===== src/rtl/fp_normalizer.sv =====
// fp_normalizer: two-stage post-add normalization for the single-precision adder.
// Stage 1 decides shift/exponent/class from (in_exp, in_lzc, in_mant); stage 2 applies
// the left shift and presents the result. Valid/ready handshake on both sides.
// Optional build macro FP_NORM_LZC_CHECK_EN adds a sticky cross-check of in_lzc.
module fp_normalizer #(
  parameter int unsigned L  = 23,
  parameter int unsigned EW = 8,
  parameter int unsigned CW = $clog2(L)
) (
  input  logic          clk,
  input  logic          rst_n,
  input  logic          in_valid,
  output logic          in_ready,
  input  logic          in_sign,
  input  logic [EW-1:0] in_exp,
  input  logic [L:0]    in_mant,
  input  logic [CW-1:0] in_lzc,
  output logic          out_valid,
  input  logic          out_ready,
  output logic          out_sign,
  output logic [EW-1:0] out_exp,
  output logic [L-1:0]  out_frac,
  output logic          out_zero,
  output logic          out_denorm,
  output logic          lzc_err
);

  typedef struct packed {
    logic          sign;
    logic [EW-1:0] exp;
    logic [L:0]    mant;
    logic [CW-1:0] shift;
    logic          zero;
    logic          denorm;
  } s1_t;

  typedef struct packed {
    logic          sign;
    logic [EW-1:0] exp;
    logic [L-1:0]  frac;
    logic          zero;
    logic          denorm;
  } s2_t;

  logic        s1_valid_q, s1_valid_d;
  logic        s2_valid_q, s2_valid_d;
  s1_t         s1_q, s1_d, dec;
  s2_t         s2_q, s2_d;
  logic        s1_adv, s2_adv;
  logic [EW:0] exp_ext, lzc_ext;

  assign s2_adv   = !s2_valid_q || out_ready;
  assign s1_adv   = !s1_valid_q || s2_adv;
  assign in_ready = s1_adv;

  // One extra bit so the compare/subtract can never wrap.
  assign exp_ext = {1'b0, in_exp};
  assign lzc_ext = (EW+1)'(in_lzc);

  // Classify the incoming beat and pick the shift amount and resulting exponent.
  always_comb begin
    dec      = '0;
    dec.sign = in_sign;
    dec.mant = in_mant;
    if (in_mant == '0) begin
      dec.zero = 1'b1;
    end else if (exp_ext > lzc_ext) begin
      dec.shift = in_lzc;
      dec.exp   = EW'(exp_ext - lzc_ext);
    end else if (in_exp != '0) begin
      // Exponent cannot absorb the full shift: stop at exp 1, encode as denormal.
      dec.shift  = CW'(in_exp - EW'(1));
      dec.denorm = 1'b1;
    end else begin
      dec.denorm = 1'b1;
    end
  end

  // Pipeline advance: each stage loads when it is empty or its consumer drains it.
  always_comb begin
    s1_valid_d = s1_valid_q;
    s1_d       = s1_q;
    s2_valid_d = s2_valid_q;
    s2_d       = s2_q;
    if (s2_adv) begin
      s2_valid_d = s1_valid_q;
      if (s1_valid_q) begin
        s2_d.sign   = s1_q.sign;
        s2_d.exp    = s1_q.exp;
        // Hidden bit (shifted[L]) and anything above it are dropped here.
        s2_d.frac   = L'(s1_q.mant << s1_q.shift);
        s2_d.zero   = s1_q.zero;
        s2_d.denorm = s1_q.denorm;
      end
    end
    if (s1_adv) begin
      s1_valid_d = in_valid;
      if (in_valid) begin
        s1_d = dec;
      end
    end
  end

  // Pipeline state registers.
  always_ff @(posedge clk or negedge rst_n) begin
    if (!rst_n) begin
      s1_valid_q <= 1'b0;
      s2_valid_q <= 1'b0;
      s1_q       <= '0;
      s2_q       <= '0;
    end else begin
      s1_valid_q <= s1_valid_d;
      s2_valid_q <= s2_valid_d;
      s1_q       <= s1_d;
      s2_q       <= s2_d;
    end
  end

  assign out_valid  = s2_valid_q;
  assign out_sign   = s2_q.sign;
  assign out_exp    = s2_q.exp;
  assign out_frac   = s2_q.frac;
  assign out_zero   = s2_q.zero;
  assign out_denorm = s2_q.denorm;

`ifdef FP_NORM_LZC_CHECK_EN
  logic [CW-1:0] true_lzc;
  logic          lzc_err_q, lzc_err_d;

  // Reference leading-zero count; the highest set bit wins. Zero mantissa counts as 0.
  always_comb begin
    true_lzc = '0;
    for (int i = 0; i <= int'(L); i++) begin
      if (in_mant[i]) begin
        true_lzc = CW'(int'(L) - i);
      end
    end
  end

  // Sticky mismatch flag, sampled only on accepted beats.
  always_comb begin
    lzc_err_d = lzc_err_q;
    if (in_valid && in_ready && (true_lzc != in_lzc)) begin
      lzc_err_d = 1'b1;
    end
  end

  // Mismatch flag register; cleared only by reset.
  always_ff @(posedge clk or negedge rst_n) begin
    if (!rst_n) begin
      lzc_err_q <= 1'b0;
    end else begin
      lzc_err_q <= lzc_err_d;
    end
  end

  assign lzc_err = lzc_err_q;
`else
  assign lzc_err = 1'b0;
`endif

endmodule

===== config.mk =====
export PLATFORM = sky130hd
export DESIGN_NAME = fp_normalizer
export DESIGN_NICKNAME = d
export VERILOG_FILES = /design/src/rtl/fp_normalizer.sv
export SDC_FILE = /design/constraint.sdc
export NUM_CORES = 1
export LEC_CHECK = 0
export CAP_MARGIN = 20
export CORE_MARGIN = 4
export CORE_UTILIZATION = 55
export CTS_CLUSTER_DIAMETER = 60
export DETAILED_ROUTE_END_ITERATION = 16
export DONT_BUFFER_PORTS = 1
export PLACE_DENSITY = 0.8
export RECOVER_POWER = 50
export SLEW_MARGIN = 10
export SYNTH_ARGS = -nofsm -noshare
export SYNTH_HDL_FRONTEND = slang
export SYNTH_SLANG_ARGS = --single-unit

===== constraint.sdc =====
create_clock -name clk -period 2.1 [get_ports clk]
set_input_delay 0.42 -clock clk [delete_from_list [all_inputs] [get_ports clk]]
set_output_delay 0.42 -clock clk [all_outputs]
set_load 0.05 [all_outputs]

==> impl_results.md <==
* Top FF cell, synth: dfrtp_1
* Die area at approximately 0.0096 mm²
* Mux cell area share after synthesis at 23.3%
* Grt met2 use at approximately a third
* Tightest Pin Transition at roughly 0.6 ns
* Distinct cells, synth at between 50 and 60
* Slew HR at approximately 60%
* Root Driver: clkbuf_8
* Clk_lat worst skew at 0.35 ns
* Largest family of logic cells by synthesized area: multiplexers
* Internal power at between 0.003 and 0.004 W
* GRT busiest layer: met2
* GR Overflow Total at 0
* DP Cell Count at just over 500
* Final Critical Period at approximately 2.0 ns
* P_sw at approximately 0.0021 W
* Register bit total from synthesis at 75
* Final wirelength at approximately 10000 µm
* DP HPWL at a little under 8000 µm
* Synthesized cell area at between 0.004 and 0.005 mm²
* Crit path max-delay family: multiplexers
* DRT antenna net count at 0
* Tot Pwr at roughly 0.005 W
* Top post-synthesis cells by count: 75 x dfrtp_1, 71 x nand2_1, 40 x mux2i_1
* RSZ-0062 raised after global routing: false
* Post-Place Setup Slack at -0.0885 ns
* Bufs and invs on worst path at 1
* Fmax at between 0.5 and 0.6 GHz
* Std cell rows at 32
* Layout area overhead at 9.62%
* Post-Synth Adder-Cell Area at under 10%
* Final Max Slew Viols at 0
* GP Congestion at 0.917
* CTS sink cnt at 75
* Routing usage on met1 at around 32%
* Worst stage delay on the critical path at ~0.48 ns
* Core ar. at 0.00777 mm²
* Worst Setup Slack, final at 0.145 ns
* Post-synth ARST share at 100%
* Wire length per cell at between 15 and 20 µm
* MaxCap Viol Count at 0
* Top area cells in the synthesized netlist: dfrtp_1 42%, mux2i_1 9.0%, mux2_2 8.4%
* Sequential share of power at approximately half
* Sequential area share after synthesis at a little over two fifths
* Peak supply drop at 0.492 mV
* WP data arrival at roughly 2.2 ns
* Startpoint class of the critical path: register
* Die Ht at 97.8 µm
* Clk buf depth at 2
* Drt drc at 0
* Clock slew at reported path FFs at about 0.08 ns
* Crit-path slowest cell: dfrtp_2
* I/O pin count at 79
* Reg-to-reg setup timing slack at about 0.15 ns
* Final period util at between 90 and 100%
* Final Util at 62.6%
* Xor/xnor share of the synthesized area at less than 1%
* DRT Pass-1 Iters at 4
* Syn avg cell area at 10.5 µm²
* WHS at -0.234 ns
* HP Class: in2async
* P per Cell Area at between 1000 and 1500 mW/mm²
* Port bufs at 0
* Ant diodes at 0
* Synth top area share at a little over two fifths
* Initial cell density of the core at a little under three fifths
* Leakage at ~2.1 nW
* Area leader, netlist: dfrtp_1
* 1st-iter DRT viols at 190
* H-tree levels at 3
* Num CTS Buffers at 9
* Setup Crit Path Kind: reg2reg
* Cell Chain, Critical Path: buf_4 -> mux2i_1 -> mux4_2 -> o22ai_1 -> a221o_1
* Most common cell in the synthesized netlist: dfrtp_1
* Simple-gate area share of the yosys netlist at ~14%
* Vias in the first global route at 3290
* CTS tree: yes
* Fin nets at between 400 and 500
* First-pass GRT wire length at 17200 µm
* Largest net degree at the start of global routing at between 70 and 80
* Outcome: complete, but fails checks
* Gate power share at approximately a quarter
* Cells after synthesis at between 400 and 500
* DR vias/cell at roughly 6.0
* GRT Total Usage at 22.2%
* Non-filler cells in the finished layout at 534
* Crit path required time at about 2.3 ns
* Critical path endpoint category: register
* Post-CTS setup buffers at 0
* Routed vias at approximately 3200
* Sw Share at about two fifths
* Clock Skews at ~0.013 ns
* Syn Nets at 473
* Violated checks: negative hold slack
* Post-synth EDFFs at 0
* Share of cells above drive strength 1 at between 20% and 30%
* Clk network pwr share at 24.3%
* Endpoints failing setup at 0
* Routing usage on met3 at roughly 6.4%
* Compound-cell area share of the yosys netlist at between 10% and 20%
* Chip width at between 90 and 100 µm
* Initial antenna violation count at 0
* Fin. Hold Viols at 75
* CP Max Fanout at 12
* Ys Warns at 0
-- cell type report --
class                           instances  area (µm²)
Fill cell                             638        2910
Multi-Input combinational cell        309        2400
Sequential cell                        75        1880
Timing Repair Buffer                   18         165
Clock buffer                           10         138
Tap cell                              102         128
Clock inverter                          6        88.8
Inverter                               14        65.1
-- registers in the layout, indices dropped and copies added, names as in the netlist --
signal / cells
out_exp: 8
s1_q: 39
out_valid: 1
out_denorm: 1
out_sign: 1
out_frac: 23
out_zero: 1
s1_valid_q: 1
-- metrics by stage --
stage               area, µm²  setup TNS (ns)  hold slack [ns]
finish                   4860               0           -0.234
floorplan                4490         -0.0733            0.124
CTS                      4870               0           -0.251
detailed placement       4640          -0.329            0.129
global route             4860               0           -0.256
global placement         4640               0            0.129
-- worst register-to-register path: stages, from the launching register on --
cell and delay [ns]:
dfrtp_2 0.48, buf_4 0.27, mux2i_1 0.40, mux4_2 0.34
o22ai_1 0.08, a221o_1 0.28
-- what timing repair did --
item                                    4_1_cts  5_1_grt
hold endpoints to repair                     75       75
endpoints found under the setup margin        0        4
resized for setup                             0        1
-- kinds of logic (layout without fill, tap and decap cells) --
group	after synthesis	count (layout)
fa+ha+maj	8	8
other cells	1	1
compound gates	80	80
mux	85	85
xor+xnor	3	3
flops	75	75
simple gates	132	132
buf+inv	39	48
-- placed cells by master (no fill, tap or decap), types with 10 or more instances in the layout --
cell / n
dfrtp_1: 73
nand2_1: 70
mux2i_1: 40
mux2_2: 33
nor2_1: 15
o21ai_0: 15
buf_4: 13
inv_1: 12
mux4_2: 11
a21oi_1: 11
clkbuf_8: 10
-- path summary, 6_finish.rpt --
check                      depth (start not counted)     start      endpoint
max                                                5   s1_q[3]  out_frac[22]
min                                                0     rst_n      s1_q[15]
max reg2reg                                        5   s1_q[3]  out_frac[22]
min reg2reg                                        2  s1_q[38]    out_exp[7]
max in group asynchronous                          0     rst_n       s1_q[3]
min in group clk                                   1  in_valid    s1_valid_q
-- metal layers --
layer	wire (µm)	part of all wire, %	vias to the layer above
met5	0	0	-
met1	4780	47	1570
met2	4600	45	98
met4	120	1.2	0
li1	-	-	1551
met3	771	7.5	11
-- power by group through the flow --
stage,Combinational [W],Sequential [W],Clock (W)
after floorplan,0.00104,0.00252,0
after global placement,0.00124,0.00261,0
after detailed placement,0.00127,0.00262,0
after CTS,0.00128,0.00259,0.00126
after global routing,0.00141,0.00263,0.00133
final,0.00128,0.00259,0.00124
No activity file was read; power rests on OpenSTA's default activity.
